### config.mk
export PLATFORM = sky130hd
export DESIGN_NAME = regfile32
export DESIGN_NICKNAME = d
export VERILOG_FILES = /design/src/rtl/regfile32.sv
export SDC_FILE = /design/constraint.sdc
export NUM_CORES = 2
export LEC_CHECK = 0
export CAP_MARGIN = 25
export CORE_MARGIN = 4
export CORE_UTILIZATION = 60
export CTS_BUF_LIST = sky130_fd_sc_hd__clkbuf_16
export CTS_CLUSTER_SIZE = 14
export DETAILED_ROUTE_END_ITERATION = 12
export PLACE_DENSITY_LB_ADDON = 0.08
export SYNTH_ARGS = -nofsm -noshare
export SYNTH_HDL_FRONTEND = slang
export SYNTH_SLANG_ARGS = --single-unit
### constraint.sdc
create_clock -name clk -period 7.9 [get_ports clk]
set_input_delay 1.185 -clock clk [delete_from_list [all_inputs] [get_ports clk]]
set_output_delay 1.185 -clock clk [all_outputs]
set_load 0.02 [all_outputs]
### src/rtl/regfile32.sv
// 32-entry register file: two combinational read ports with write-through bypass,
// one synchronous write port, R0 hardwired to zero, and a wrapping commit counter.
module regfile32 #(
    parameter int unsigned DATA_WIDTH = 32
) (
    input  logic                  clk,
    input  logic                  reset,
    input  logic                  reg_write,
    input  logic [4:0]            write_reg,
    input  logic [DATA_WIDTH-1:0] write_data,
    input  logic [4:0]            read_reg1,
    input  logic [4:0]            read_reg2,
    output logic [DATA_WIDTH-1:0] read_data1,
    output logic [DATA_WIDTH-1:0] read_data2,
    output logic [7:0]            write_count
);

    localparam int unsigned NUM_REGS  = 32;
    localparam int unsigned CNT_WIDTH = 8;

    logic [DATA_WIDTH-1:0] regs [NUM_REGS];
    logic                  write_en_c;

    // A write is live only with the enable set and a non-zero destination;
    // gating on reg_write first keeps an undriven write_reg harmless.
    assign write_en_c = reg_write && (write_reg != 5'd0);

    // Storage and commit counter; reset wins over a same-edge write.
    always_ff @(posedge clk) begin
        if (reset) begin
            for (int i = 0; i < NUM_REGS; i++) begin
                regs[i] <= '0;
            end
            write_count <= '0;
        end else if (write_en_c) begin
            regs[write_reg] <= write_data;
            write_count     <= write_count + CNT_WIDTH'(1);
        end
    end

    // Read ports: R0 reads zero, a pending write to the same register is forwarded.
    always_comb begin
        read_data1 = '0;
        read_data2 = '0;
        if (read_reg1 != 5'd0) begin
            if (write_en_c && (read_reg1 == write_reg)) begin
                read_data1 = write_data;
            end else begin
                read_data1 = regs[read_reg1];
            end
        end
        if (read_reg2 != 5'd0) begin
            if (write_en_c && (read_reg2 == write_reg)) begin
                read_data2 = write_data;
            end else begin
                read_data2 = regs[read_reg2];
            end
        end
    end

endmodule

* Word level (Yosys, flattened, before mapping)
Memories as Yosys holds them, arrays and structs flattened.
Index checks and enable logic that the tools add are counted.
** Word-level totals
- Flip-flop bits (word level) :: 8
- Memory bits (writable) :: 1024
- Input bits :: 50
- Output and inout bits :: 72
- Memories :: 1
** Operators by class
- $add $sub $neg :: 1
- Equal/unequal tests :: 2
- Mux-type cells :: 12
- Reductions and logical operators :: 7
** Memory list
- regs :: depth 32, width 32, rd ports 2, clocked after Yosys merged registers in 0, wr ports 32, RTL line 21 : logic [DATA_WIDTH-1:0] regs [NUM_REGS];
** Operators with widths (count)
- 32-bit two-way mux :: 5
- 32-bit OR reduction :: 1
- 5-bit nonzero test :: 3
- 5-bit equality test :: 2
- 8-bit by 1-bit adder with 8-bit output (second input constant) :: 1
- 1-bit two-way mux :: 6
- 5-bit two-way mux :: 1
- 1-bit logical AND :: 3

* Depth between registers and ports, before layout
- Depth in word-level cells :: 7
- Depth in mapped cells :: 11
- Mapped depth without buffers :: 6

* Least setup slack after synthesis
OpenSTA, ideal clock, no wires.
- Path type :: input to output
- Start point :: input write_reg[1]
- End point :: output read_data1[24]
- Data arrival time :: 3.054 ns
- Required time :: 6.715 ns
- Slack :: 3.661 ns
- Stages on the path :: 7
- Path buffers :: 2
- Cell sequence :: clkbuf_1 xnor2_1 nand3_1 nor4_4 clkbuf_1 nor3_1 nor3_1
** Between the ends
- Word-level cells in the longest chain between the ends :: 5
** Ends and longest elaborated chain
- from (decl) :: RTL line 9 : input logic [4:0] write_reg,
- 5-bit nonzero test :: RTL line 26 : assign write_en_c = reg_write && (write_reg != 5'd0);
- 1-bit logical AND :: RTL line 26
- 1-bit logical AND (*) :: RTL line 46 : if (write_en_c && (read_reg1 == write_reg)) begin
- 32-bit two-way mux (*) :: RTL line 46
- 32-bit two-way mux (*) :: RTL line 45 : if (read_reg1 != 5'd0) begin
- to (decl) :: RTL line 13 : output logic [DATA_WIDTH-1:0] read_data1,
Mark *: on every way between the ends. The rest lies on a longest branch, timed or not.

* Worst setup path after layout
- Start point :: input write_reg[3]
- End point :: output read_data1[17]
Same word-level chain as after synthesis.

==> impl_results.md <==
* Status: finished, final reports clean
* CP max FO at 16
* Vias per inst at 7.46
* Setup bufs post-CTS at 0
* CTS clk-pin slew, worst paths at 0.06 ns
* Placement Cell Area at 58,100 um^2
* CTS Hold Bufs at 0
* Final net count at 3,720
* Library cells used by synthesis at 63
* Cell count after synthesis at 3,695
* Filler cells at 6,354
* Critical path launch point type: input pin
* Worst min-delay path class: reg -> reg
* Fin crit share at 77.0%
* Crit path DAT at 4.90 ns
* Most common cell in the netlist: edfxtp_1
* Clock root buffer: clkbuf_16
* Final hold violation count at 0
* FMAX at 164 MHz
* Die width at 313 um
* Tmin final at 6.08 ns
* Die Height at 313 um
* Detail Placement HPWL at 100,000 um
* LEAKAGE at 21.2 nW
* Netlist Area Pre-Place at 55,800 um^2
* Cell chain of the critical path: clkdlybuf4s50_1 -> or3_4 -> o31ai_4 -> nor4_4 -> buf_4 -> nor2_1 -> a32o_1 -> clkdlybuf4s50_1
* Post-synth top cells: edfxtp_1 (1,024), and2_1 (995), mux4_2 (505)
* RSZ-0062 raised after global routing: no
* Setup-failing EPs final at 0
* Largest net degree at the start of global routing at 140
* Flops & latches, synth at 1,032
* Drt drc at 0
* CTS buffer count at 110
* Resize count post-CTS at 0
* CTS tree: yes
* Clock Skew at 0.00835 ns
* Max VDD drop at 0.212 mV
* IO Count at 122
* Ys async rst share at 0%
* Total gr overflow at 0
* Htree depth at 3
* WL per Instance at 39.2 um
* CP Class: in -> out
* Initial Utilization at 60.7%
* DRT iter0 DRCs at 7,406
* Largest cells by area after synthesis: edfxtp_1 (55%), mux4_2 (20%), and2_1 (11%)
* Via count at 37,400
* CTS max path bufs at 3
* Slew Limit Fails at 0
* Drt total wl at 196,000 um
* IO buf count at 121
* Max-cap viol count at 0
* Top FF cell, synth: edfxtp_1
* Worst-Skew Late Latency at 0.69 ns
* CP bufs+invs at 3
* Leading area contributor after synthesis: edfxtp_1
* Total track usage at 40.1%
* Post-synthesis sequential area ratio at 55.4%
* Number of global-route vias before repair at 37,300
* Number of enable flip-flop cells after synthesis at 1,024
* Mean Syn Cell Area at 15.1 um^2
* Post-route antenna net violation count at 0
* Yosys warning count at 0
* Yosys top cell area share at 55.1%
* Ratio of cells with drive above 1 in the final layout at 22.9%
* 1st-pass router iterations at 6
* Die area at 98,000 um^2
* Setup_tns at 0 ns
* WP data required at 6.71 ns
* CORE AREA at 91,900 um^2
* Crit-path leading delay family: buffers and inverters
* Floorplan row count at 111
* Slew margin rel. at 25.1%
* Worst Setup End Kind: primary output
* P&R area growth vs syn at 10.5%
* RePlAce Congestion at 0.860
* P per Cell Area at 215 nW/um^2
* Crit-path max cell delay at 0.69 ns
* Fin area at 61,700 um^2
* CP most frequent cell: clkdlybuf4s50_1
* Initial antenna violation count at 15
* Sink Count at 1,032
* First-pass GRT wire length at 275,000 um
* Tightest Pin Transition at 1.12 ns
* Critical-path top delay cell: nor2_1
## tightest hold or removal path, delay by kind of cell (launching register included)
family | cells | cell delay (ns)
flip-flops | 1 | 0.33
AO/OA/AOI/OAI | 2 | 0.15
## per-layer routing
| layer | part of all wire (%) | GRT usage [%] | vias to the layer above |
|---|---|---|---|
| met5 | 0 | 0 | - |
| met2 | 44 | 59.0 | 3470 |
| li1 | - | - | 14200 |
| met1 | 34 | 54.6 | 19100 |
| met4 | 5.4 | 18.5 | 0 |
| met3 | 16 | 13.6 | 639 |
## stage by stage
stage	utilization (%)	power, mW	setup slack [ns]	instances	hold slack, ns
6_report	67.1	13.3	1.82	5008	0.525
5_1_grt	67.1	13.6	1.80	4995	0.569
4_1_cts	66.9	13.2	1.84	4990	0.512
3_5_place_dp	63.2	8.32	1.89	4795	0.496
3_3_place_gp	63.2	8.26	1.53	4794	0.473
2_1_floorplan	-	7.63	3.66	3726	0.558
## final cells by class
type	instances	area, um^2	share of cell area (%)
inverters	7	28.8	0.0466
repair buffers	230	2290	3.71
clock inverters	81	579	0.939
multi-input cells	2288	23500	38.0
diodes	13	32.5	0.0527
well taps	1243	1560	2.52
clock buffers	114	2850	4.62
flip-flops and latches	1032	30900	50.1
## registers in the layout, summed over array words and instances, names as in the netlist
name	flops
regs	1024
write_count	8
## final timing paths
kind	slack [ns]	depth (start not counted)	from	to
setup / recovery	1.82	8	write_reg[3]	read_data1[17]
hold / removal	0.53	2	write_count[7]$_SDFFE_PP0P_	write_count[7]$_SDFFE_PP0P_
setup reg to reg	6.32	5	write_count[1]$_SDFFE_PP0P_	write_count[6]$_SDFFE_PP0P_
hold reg to reg	0.53	2	write_count[7]$_SDFFE_PP0P_	write_count[7]$_SDFFE_PP0P_
## where the power goes
| part | internal (mW) | switching [mW] |
|---|---|---|
| clock | 2.85 | 2.17 |
| sequential | 6.32 | 0.155 |
| combinational | 0.761 | 1.03 |
| total | 9.93 | 3.35 |
## cell families after synthesis
| group | synth area share [%] |
|---|---|
| mux | 23.3 |
| flops | 55.4 |
| compound gates | 4.06 |
| fa+ha+maj | 0.0224 |
| xor+xnor | 0.235 |
| buf+inv | 3.40 |
| simple gates | 13.6 |
| other cells | 0.00672 |
## placed cells by master (no fill, tap or decap), types with 21 or more instances in the layout
cell,instances
a211oi_1,47
a22oi_1,42
a21oi_1,47
clkdlybuf4s50_1,111
or2_4,21
conb_1,32
clkinv_2,24
edfxtp_1,1024
nor2b_1,43
a221oi_1,43
nor2_1,24
inv_1,31
nand2_1,80
nor2_4,31
clkbuf_16,114
a221o_1,25
mux2i_1,162
mux4_2,505
o21ai_1,47
buf_4,95
and2_1,995
(Power assumes the default switching activity.)
